## config.mk

```make
export PLATFORM = sky130hd
export DESIGN_NAME = mem_dump_streamer
export DESIGN_NICKNAME = d
export VERILOG_FILES = /design/src/rtl/mem_dump_streamer.sv
export SDC_FILE = /design/constraint.sdc
export NUM_CORES = 1
export LEC_CHECK = 0
export CORE_MARGIN = 1
export CORE_UTILIZATION = 49
export CTS_BUF_LIST = sky130_fd_sc_hd__clkbuf_8 sky130_fd_sc_hd__clkbuf_16
export CTS_CLUSTER_DIAMETER = 120
export DETAILED_ROUTE_END_ITERATION = 8
export PLACE_DENSITY = 0.83
export RECOVER_POWER = 25
export SLEW_MARGIN = 30
export SYNTH_ARGS = -nofsm -noshare
export SYNTH_HDL_FRONTEND = slang
export SYNTH_SLANG_ARGS = --single-unit
export TNS_END_PERCENT = 1
```

## constraint.sdc

```tcl
create_clock -name clk -period 2.9 [get_ports clk]
set_input_delay 0.435 -clock clk [delete_from_list [all_inputs] [get_ports clk]]
set_output_delay 0.435 -clock clk [all_outputs]
set_load 0.01 [all_outputs]
```

## src/rtl/mem_dump_streamer.sv

```systemverilog
// mem_dump_streamer: post-run data-memory dump stage.
// Waits for a rising edge on the CPU finish level. It then reads every
// data-memory word in address order and streams each word out with a
// valid/ready handshake. A watchdog raises abort if finish never arrives.
//
// Ports:
//   clk, rst_n           clock (rising edge) and async active-low reset
//   finish               CPU finish level; a rising edge in IDLE starts the dump
//   mem_rd_en, mem_addr  data-memory read strobe and word address
//   mem_rdata            read data, valid one cycle after mem_rd_en
//   out_valid/out_ready  stream handshake
//   out_data, out_index  dumped word and its address
//   out_last             marks the word at address DEPTH-1
//   done, abort          sticky completion / watchdog-expiry flags
module mem_dump_streamer #(
  parameter int unsigned DEPTH          = 512,
  parameter int unsigned ADDR_W         = 9,
  parameter int unsigned DATA_W         = 32,
  parameter int unsigned TIMEOUT_CYCLES = 300
) (
  input  logic              clk,
  input  logic              rst_n,
  input  logic              finish,
  output logic              mem_rd_en,
  output logic [ADDR_W-1:0] mem_addr,
  input  logic [DATA_W-1:0] mem_rdata,
  output logic              out_valid,
  input  logic              out_ready,
  output logic [DATA_W-1:0] out_data,
  output logic [ADDR_W-1:0] out_index,
  output logic              out_last,
  output logic              done,
  output logic              abort
);

  localparam int unsigned WD_W = $clog2(TIMEOUT_CYCLES + 1);
  localparam logic [ADDR_W-1:0] LAST_ADDR = ADDR_W'(DEPTH - 1);
  localparam logic [WD_W-1:0]   WD_TERM   = WD_W'(TIMEOUT_CYCLES - 1);

  typedef enum logic [2:0] {IDLE, FETCH, HOLD, DONE, ABORT} stateT;

  stateT             stateQ, stateD;
  logic              finishQ;
  logic [WD_W-1:0]   watchdogQ, watchdogD;
  logic [ADDR_W-1:0] indexQ, indexD;
  logic              memRdEnD;
  logic [ADDR_W-1:0] memAddrD;
  logic              outValidD, outLastD, doneD, abortD;
  logic [DATA_W-1:0] outDataD;
  logic [ADDR_W-1:0] outIndexD;
  logic              startC;

  assign startC = finish & ~finishQ;

  // State and registered outputs
  always_ff @(posedge clk or negedge rst_n) begin
    if (!rst_n) begin
      stateQ    <= IDLE;
      finishQ   <= 1'b0;
      watchdogQ <= '0;
      indexQ    <= '0;
      mem_rd_en <= 1'b0;
      mem_addr  <= '0;
      out_valid <= 1'b0;
      out_data  <= '0;
      out_index <= '0;
      out_last  <= 1'b0;
      done      <= 1'b0;
      abort     <= 1'b0;
    end else begin
      stateQ    <= stateD;
      finishQ   <= finish;
      watchdogQ <= watchdogD;
      indexQ    <= indexD;
      mem_rd_en <= memRdEnD;
      mem_addr  <= memAddrD;
      out_valid <= outValidD;
      out_data  <= outDataD;
      out_index <= outIndexD;
      out_last  <= outLastD;
      done      <= doneD;
      abort     <= abortD;
    end
  end

  // Next-state and next-output logic
  always_comb begin
    stateD    = stateQ;
    watchdogD = watchdogQ;
    indexD    = indexQ;
    memRdEnD  = 1'b0;
    memAddrD  = mem_addr;
    outValidD = out_valid;
    outDataD  = out_data;
    outIndexD = out_index;
    outLastD  = out_last;
    doneD     = done;
    abortD    = abort;

    unique case (stateQ)
      IDLE: begin
        watchdogD = watchdogQ + WD_W'(1);
        // A start on the terminal-count cycle takes priority over abort
        if (startC) begin
          stateD   = FETCH;
          indexD   = '0;
          memRdEnD = 1'b1;
          memAddrD = '0;
        end else if (watchdogQ == WD_TERM) begin
          stateD = ABORT;
          abortD = 1'b1;
        end
      end

      // The read strobe is registered on entry, so it is high for exactly this cycle
      FETCH: stateD = HOLD;

      HOLD: begin
        if (!out_valid) begin
          // First HOLD cycle: read data is valid now, so capture it
          outValidD = 1'b1;
          outDataD  = mem_rdata;
          outIndexD = indexQ;
          outLastD  = (indexQ == LAST_ADDR);
        end else if (out_ready) begin
          outValidD = 1'b0;
          if (out_last) begin
            doneD  = 1'b1;
            stateD = DONE;
          end else begin
            indexD   = indexQ + ADDR_W'(1);
            memRdEnD = 1'b1;
            memAddrD = indexQ + ADDR_W'(1);
            stateD   = FETCH;
          end
        end
      end

      DONE, ABORT: stateD = stateQ;

      default: stateD = IDLE;
    endcase
  end

endmodule

```

==> key figures <==
Layout
  • Layout cells sized above 1: 0.229
  • Area Growth Syn to Fin: 42.2%
  • # nets final: between 300 and 400
  • Non-filler cells, final: about 380
  • Ant diodes: 0
  • Post-Layout Inst Area: ~4000 um^2

Placed design
  • Port buffer count: 90
  • Hpwl dp: roughly 4200 um
  • DP Cell Count: between 300 and 400
  • GPL Wtd Cong: just over 0.8
  • Placed cell area: 3770 um^2

GRT
  • First-pass GRT wire length: 10200 um
  • GRT overflow: 0
  • Largest net degree at the start of global routing: 30
  • All-Layer GR Usage: 0.226
  • Antenna violations before repair: 0
  • Number of global-route vias before repair: 2017

Setup path
  • WP data arrival: between 2 and 2.5 ns
  • Worst r2r dst: out_data[3]
  • Critical Path RT: 3.13 ns
  • R2R depth: 4
  • Setup Crit Path Kind: reg -> reg
  • RR Startpoint: stateQ[1]
  • CP Capture Type: flip-flop
  • Startpoint Class: flip-flop
  • Slowest-stage cell, CP: or3b_1
  • R2r setup slk: around 0.75 ns
  • Crit Path Max Fanout: 24
  • CP Cell Sequence: or3b_1 > nor2_4 > buf_12 > mux2_2
  • Slowest stage delay, CP: 0.55 ns

Routing
  • DRC errors left: 0
  • Vias/cell: 5.32
  • Via count: 2012
  • Routed WL: between 6000 and 7000 um
  • DR pass1 iterations: 4
  • Mean routed wirelength per cell: 16.2 um
  • DRT antenna net count: 0
  • DR iter-0 viols: 88

Yosys
  • Largest family of logic cells by synthesized area: multiplexers
  • XOR/XNOR Fraction of Synth Area: 0.0249
  • Synth top area cells: dfrtp_1 (61%), mux2_2 (18%), xor2_1 (1.9%), mux2i_1 (1.8%), ha_1 (1.3%)
  • Top_reg_cell synth: dfrtp_1
  • Simple-Gate Fraction of Synth Area: 0.0918
  • Number of synthesized register bits: 68
  • Ys async rst share: 1.00
  • Most numerous cell in the Yosys netlist: dfrtp_1
  • Post-synth EDFFs: 0
  • Mapped cell area: 2810 um^2
  • Mean area per synthesized cell: 13.6 um^2
  • Post-synth top cells: dfrtp_1 (68), mux2_2 (45), nor2_1 (9)
  • Ys Warns: 0
  • Top cell type's share of synthesized area: 0.606
  • Post-synthesis adder-cell area fraction: 0.0134
  • Area fraction in compound gates after synthesis: 0.0392
  • Cells after synthesis: 206
  • Post-synthesis mux area share: 0.198
  • Register area share after synthesis: 0.606
  • Synth area leader: dfrtp_1
  • Distinct cells, synth: 34
  • Syn nets: 245

Clock network
  • Clk_lat worst skew: approximately 0.34 ns
  • H-tree levels: 3
  • Sinks on Clock Net: 68
  • # hold bufs at CTS: 0
  • Clk root buf: clkbuf_8
  • Reg clk slew, reported paths: roughly 0.070 ns
  • Post CTS Setup Buffer Count: 0
  • CTS buffer count: 9
  • Post_cts resized: 0
  • CTS Buffer Depth: 2
  • CTS tree: done

Timing
  • Fin crit share: 0.742
  • Max Freq: 0.465 GHz
  • Rel. slew slack: -0.0323
  • Pins Over Slew Limit: 30
  • Final setup fails: 0
  • RSZ-0062 raised after global routing: false
  • Clk_skew: 0.00843 ns
  • Worst-Margin Slew: roughly 1.5 ns
  • Final min period: 2.15 ns
  • WHS: 0.464 ns
  • Setup tns final: 0 ns
  • Final hold vios: 0

Die
  • Starting Density: 0.510
  • Core area: 5510 um^2
  • Die height: ~80 um
  • Area of the die: 6040 um^2
  • I/O pins: 91
  • FP Rows: 27
  • Die X: a little under 80 um

Pwr
  • Total power: ~3800 uW
  • IR Drop Worst-Case VDD: about 0.49 mV
  • Leakage power: 0.00171 uW
  • PD cells: approximately 960 nW/um^2

Flow run
  • Max-cap violations: 1

Run status
  • Failing checks: max-capacitance violations, max-slew violations
  • Outcome: complete, but fails checks

Min path
  • Class of the worst hold path: in -> async
[report_power, final]
group | switching [uW] | leakage, uW | internal (uW) | total [uW]
logic | 574 | 0.000753 | 889 | 1460
registers | 239 | 0.000856 | 1270 | 1510
clock network | 357 | 0.000105 | 505 | 862
[metal layers]
| metal | global-route usage | part of all wire | vias to the layer above |
|---|---|---|---|
| li1 | - | - | 929 |
| met1 | 0.290 | 0.44 | 999 |
| met2 | 0.370 | 0.49 | 76 |
| met4 | 0.0849 | 0.012 | 0 |
| met5 | 0 | 0 | - |
| met3 | 0.0588 | 0.066 | 8 |
[logic make-up after synthesis]
| family | count (synthesis) |
|---|---|
| and+or+nand+nor | 47 |
| muxes | 50 |
| xor gates and xnor gates | 8 |
| DFF | 68 |
| buffers and inverters | 12 |
| adders and majority gates | 3 |
| AOI/OAI and AO/OA | 18 |
[cell usage in the layout (no fill, tap or decap), types with 2 or more instances in the layout]
master            n
and3_2            2
bufinv_16         2
a21oi_1           4
xnor2_1           2
clkinvlp_4        3
nor3_1            4
inv_1             2
a21o_1            2
ha_1              3
xor2_1            6
clkbuf_8         10
nor2_1            9
mux2i_1           5
mux2_2           45
nand3_1           5
clkbuf_1          2
nor4_1            6
clkdlybuf4s50_1  88
or3_2             3
nand2_1           8
o21ai_0           7
nand4_1           2
dfrtp_1          68
buf_4             2
[sequential cells by signal, summed over array words and instances (netlist names), 3 cells and up]
signal	cells
out_data	32
watchdogQ	9
stateQ	3
out_index	9
indexQ	9
[per-stage QoR]
step | util | setup slack (ns)
2_1_floorplan | - | 1.13
3_3_place_gp | 0.686 | 0.793
3_5_place_dp | 0.686 | 0.761
4_1_cts | 0.726 | 0.738
5_1_grt | 0.726 | 0.337
6_report | 0.726 | 0.749
[cell type report]
class	instances	area (um^2)
clock buffer	10	138
clock inverter	6	87.6
fill	368	1510
inverter	2	7.51
multi-input combinational	126	1040
sequential	68	1700
tap	72	90.1
timing repair buffer	94	933
[worst max-delay path by stage]
stage / startpoint / end / slack [ns]
after floorplan: stateQ[1] / indexQ[1] / 1.13
after global placement: out_ready / indexQ[8] / 0.79
after detailed placement: stateQ[1] / out_data[27] / 0.76
after CTS: stateQ[1] / out_data[12] / 0.74
after global routing: rst_n / out_data[12] / 0.34
final: stateQ[1] / out_data[3] / 0.75
[worst max-delay path: cells and delay by family, from the launching register on]
kind | cells | cell delay, ns
mux | 1 | 0.36
buf+inv | 1 | 0.24
flops | 1 | 0.47
simple gates | 2 | 0.96
Power figures use the tool's default switching activity.
==> RTL change 1 (config.mk and constraints unchanged) <==
The parameter `DEPTH` goes from 512 to 384.
--- a/src/rtl/mem_dump_streamer.sv
+++ b/src/rtl/mem_dump_streamer.sv
@@ -15,3 +15,3 @@
 module mem_dump_streamer #(
-  parameter int unsigned DEPTH          = 512,
+  parameter int unsigned DEPTH          = 384,
   parameter int unsigned ADDR_W         = 9,
Check against the original RTL: same outputs for any inputs over 10 cycles, from zero or initial values and one cycle with rst_n low; that may be too few to reach the edited logic, so the function may still have changed.
==> RTL change 1 against the unedited design <==
The flow still finishes with violations (max-capacitance violations, max-slew violations). Power rose by 0.96%. Clock skew fell by 0.00082 ns. Final area fell by 0.56%. Wire length fell by 8.4%. Synthesized area rose by 0.89%. Worst setup slack improved by 0.038 ns. Critical endpoint is now out_data[16]. Count of clock-buffer cells in the layout rose by 1. Fmax rose by 1.8%. Die area rose by 0.86%. Sequential cell count did not move. Non-clock buffer count fell by 1. Core utilization fell by 0.85 points. Clock power fell by 12%.
==> RTL change 1: results (changes against the unedited design) <==
Detailed routing
The met3 wire length is 350 um (-13%). The detailed-routing iteration count for the pre-antenna-repair pass is 4 (unchanged). The DRC violation total after the first TritonRoute iteration is 82 (-6.8%). The sum of met2 wire segment lengths after detailed routing is 2.49 mm (-16%). The routed via count divided by cell count is 5.28 (-0.77%).

The routed wirelength normalized by instance count is 14.9 um (-8.0%). The routed metal-1 wirelength is 2.67 mm (-0.26%).

Place
The routability congestion estimate was 0.796 (-3.7%). The worst slack after detailed placement is 0.784 ns (+0.0231 ns). The half-perimeter wire length after detailed placement is 4.02 mm (-4.2%). The quantity of I/O buffers inserted on ports is 90 (unchanged).

Worst setup path
The reg2reg setup slack came to 0.79 ns (+0.04 ns). The maximum net fanout on the critical path is 30 (+25%). The worst endpoint data arrival time was 2.33 ns (-0.05 ns). The sort of element at the end of the critical path is a flip-flop. In this run the critical register-to-register path is captured at out_data[16]. The launching element of the worst setup path is stateQ[1]. The number of cells on the worst reg-to-reg path is 4 (unchanged).

Job
The max-cap check violation count is 1 (unchanged).

GRT
The initial antenna violation count was 0 (unchanged). The global-route wire length before repair is 9.52 mm (-6.4%). The number of global-route vias before repair is 1960 (-2.8%).

The largest net degree at the start of global routing came to 31 (+3.3%). The global-route total usage across every layer came to 20.5% (-2.1 points).

Run status
The run finished, with violations left. The checks that failed: max-capacitance violations, max-slew violations.

Cells and area
The total inserted antenna cells is 0 (unchanged). The fraction of final layout cells sized beyond drive strength 1 is 16.8% (-6.1 points). The register with the most flip-flops in the final layout is out_data.

The number of flip-flops in the largest register came to 32 (unchanged). The number of nets in the final layout is 339 (-0.29%).

STA
The final setup slack of the worst path was 0.787 ns (+0.0381 ns). The actual slew at the worst max-slew pin is 1.51 ns (-0.0426 ns). The largest clock skew in the final design was 0.00761 ns (-0.000823 ns).

The number of slew-limit violations in the final report came to 28 (-6.7%).

Yosys
Sorting the synthesized cells by how often they occur yields sky130_fd_sc_hd__dfrtp_1 (68), sky130_fd_sc_hd__mux2_2 (32), sky130_fd_sc_hd__mux2_1 (10). The number of synthesized flops with an enable pin was 0 (unchanged). The total of warnings raised by yosys came to 0 (unchanged). The part of the Yosys area used for sequential elements came to 60.0% (-0.53 points).

After synthesis, the cell types taking the most area are sky130_fd_sc_hd__dfrtp_1 (60%), sky130_fd_sc_hd__mux2_2 (13%), sky130_fd_sc_hd__mux2_1 (4.0%), sky130_fd_sc_hd__mux2i_1 (2.5%), sky130_fd_sc_hd__xor2_1 (2.2%). The number of library cell types mapped by synthesis was 39 (+15%). The most used flip-flop cell after synthesis is sky130_fd_sc_hd__dfrtp_1.

CTS
The library cell used as clock root buffer is sky130_fd_sc_hd__clkbuf_8. The total number of H-tree levels is 3 (unchanged). The number of buffers inserted by post-CTS setup repair is 0 (unchanged).

The number of CTS-inserted buffers is 9 (unchanged). The clock-pin transition on the worst setup and hold timing paths came to 0.07 ns (about the same).

Power and ir drop
The leakage power summed over all cells is 1.72 nW (+0.55%). The largest vdd supply drop was 0.000494 V (+1.7%).

Min path
The tightest min-delay check is of the input port to asynchronous set/reset pin type.
## RTL change 1: per-layer routing
layer,vias to the layer above,track usage (%)
li1,934,-
met1,965,29.2
met2,76,29.7
met3,11,5.12
met4,0,9.44
met5,-,0
## RTL change 1: cells by family after synthesis
family | count (synthesis) | synth area share, %
flops | 68 | 60.0
compound gates | 19 | 3.97
fa+ha+maj | 2 | 0.883
buf+inv | 16 | 3.31
simple gates | 45 | 10.2
mux | 49 | 19.2
xor+xnor | 8 | 2.47
## RTL change 1: through the flow
step / hold WS (ns) / area (um2) / cells / power, mW
after CTS: 0.110 / 3970 / 376 / 3.92
after global routing: 0.479 / 3970 / 376 / 4.11
after global placement: 0.451 / 3780 / 362 / 3.10
final: 0.453 / 3970 / 376 / 3.88
after floorplan: 0.139 / 2830 / 207 / 2.39
after detailed placement: 0.458 / 3780 / 362 / 3.16
## RTL change 1: area by class of cell
type,instances,share of cell area (%)
Sequential cell,68,42.8
Multi-Input combinational cell,123,26.1
Timing Repair Buffer,93,23.4
Clock buffer,11,3.81
Tap cell,72,2.27
Clock inverter,3,0.976
Inverter,6,0.567
## RTL change 1: worst min path at each step
stage	cells after the start	start	endpoint	slack, ns
4_1_cts	1	rst_n	out_data[29]	0.11
5_1_grt	1	watchdogQ[8]	watchdogQ[8]	0.48
6_report	1	rst_n	out_data[28]	0.45
3_3_place_gp	1	done	done	0.45
3_5_place_dp	1	watchdogQ[8]	watchdogQ[8]	0.46
2_1_floorplan	0	rst_n	abort	0.14
## RTL change 1: critical path, cell delays in order (launching register included)
cell	delay [ns]
sky130_fd_sc_hd__dfrtp_1	0.49
sky130_fd_sc_hd__or3b_1	0.50
sky130_fd_sc_hd__nor2_4	0.38
sky130_fd_sc_hd__buf_12	0.25
sky130_fd_sc_hd__mux2_2	0.36
## RTL change 1: where the power goes
group / internal, mW / switching [mW] / total (mW) / leakage, nW
sequential: 1.29 / 0.245 / 1.54 / 0.853
clock: 0.430 / 0.325 / 0.755 / 0.102
combinational: 0.955 / 0.625 / 1.58 / 0.768
total: 2.68 / 1.20 / 3.88 / 1.72
==> RTL change 2 (same settings) <==
Made on the original files. Encoding of `stateT`: now one-hot (5 bits for 5 states).
--- a/src/rtl/mem_dump_streamer.sv
+++ b/src/rtl/mem_dump_streamer.sv
@@ -39,3 +39,3 @@
 
-  typedef enum logic [2:0] {IDLE, FETCH, HOLD, DONE, ABORT} stateT;
+  typedef enum logic [4:0] {IDLE = 5'b00001, FETCH = 5'b00010, HOLD = 5'b00100, DONE = 5'b01000, ABORT = 5'b10000} stateT;
 
Formal check against the unedited RTL: same outputs for any inputs over 10 cycles, from zero or initial values and one cycle with rst_n low; not proved beyond that.
==> RTL change 2 against the unedited design <==
The run still ends with max-capacitance violations, max-slew violations left. Count of clock-buffer cells in the layout decreased by 1. Final area increased by 6.9%. Wire length decreased by 0.26%. Synthesized area increased by 12%. Synthesized cell count increased by 4.4%. Power decreased by 5.4%. Non-clock buffer count decreased by 1. Worst hold slack got worse by 0.010 ns. Worst setup slack got worse by 0.042 ns. Final cell count increased by 2.9%. Sequential cell count increased by 2. Critical endpoint is now out_data[5]. Largest power group unchanged.
==> RTL change 2: results (changes against the unedited design) <==
GRT
The number of global-route vias before repair was 1991 (-1.3%). The global-route total usage across every layer is 19.7% (-3.0 points). The largest net degree at the start of global routing is 44 (+47%).

Detailed routing
The routed wirelength normalized by instance count is 15.7 um (-3.1%). The DRC violation total after the first TritonRoute iteration was 66 (-25%). The via count was 2038 (+1.3%).

Run status
The final reports fail on max-capacitance violations, max-slew violations. The run finished, with violations left.

STA
The highest achievable clock rate is 456 MHz (-1.9%). The largest clock skew in the final design is 0.00929 ns (+0.000863 ns). The actual slew at the worst max-slew pin is 1.50 ns (-0.0475 ns).

The number of slew-limit violations in the final report is 27 (-10%).

Place
The half-perimeter wire length after detailed placement is 4.26 mm (+1.5%). The routability congestion estimate is 0.758 (-8.3%).

Yosys
The average footprint of a synthesized cell is 14.6 um2 (+7.4%). Counting instances in the post-synthesis netlist gives the leading cell types as sky130_fd_sc_hd__dfrtp_1 (69), sky130_fd_sc_hd__mux2_4 (40), sky130_fd_sc_hd__nand2_1 (10).

Cells and area
The area occupied by registers is 0.00175 mm2 (+3.0%). The share of cell area taken by multi-input logic gates came to 29.8% (+3.8 points).

Worst setup path
The startpoint identified for the worst register-to-register timing path is stateQ[3]. The worst endpoint data arrival time is 2.40 ns (+0.02 ns). The worst setup path endpoint is out_data[5]. The maximum single-stage delay on the critical path was 0.48 ns (-0.07 ns).

The maximum net fanout on the critical path is 32 (+33%). The number of cells on the worst reg-to-reg path came to 5 (+1). The endpoint of the most critical register-to-register path is out_data[5]. The reg2reg setup slack came to 0.71 ns (-0.04 ns).

Power and ir drop
The switching share of power is 27.7% (-2.8 points). The leakage power summed over all cells is 2.06 nW (+20%).

Job
The max-cap check violation count came to 1 (unchanged).

CTS
The number of sinks driven by the clock tree is 70 (+2.9%).
==> RTL change 2: cell count changes in the layout (fill, tap and decap cells not counted), moves of 5 or more <==
cell / delta
sky130_fd_sc_hd__o21ai_0: -6
sky130_fd_sc_hd__and3_1: +5
sky130_fd_sc_hd__mux2_4: +40
sky130_fd_sc_hd__mux2_2: -43
==> RTL change 2: per-stage QoR <==
step                      instance area (um2)  hold WS [ns]
after floorplan                          3150         0.139
after global placement                   4070         0.450
after detailed placement                 4070         0.454
after CTS                                4270         0.124
after global routing                     4270         0.487
final                                    4270         0.454
==> RTL change 2: worst max-delay path, delay by kind of cell, from the launching register on <==
| kind | cells | cell delay [ns] |
|---|---|---|
| and+or+nand+nor | 3 | 0.98 |
| muxes | 1 | 0.32 |
| DFF | 1 | 0.48 |
| buffers and inverters | 1 | 0.27 |
==> RTL change 2: routing by layer <==
layer	track usage (%)	vias up	wire length (um)
li1	-	963	-
met1	26.1	991	2890
met2	30.0	75	2670
met3	5.38	9	466
met4	8.95	0	90
met5	0	-	0
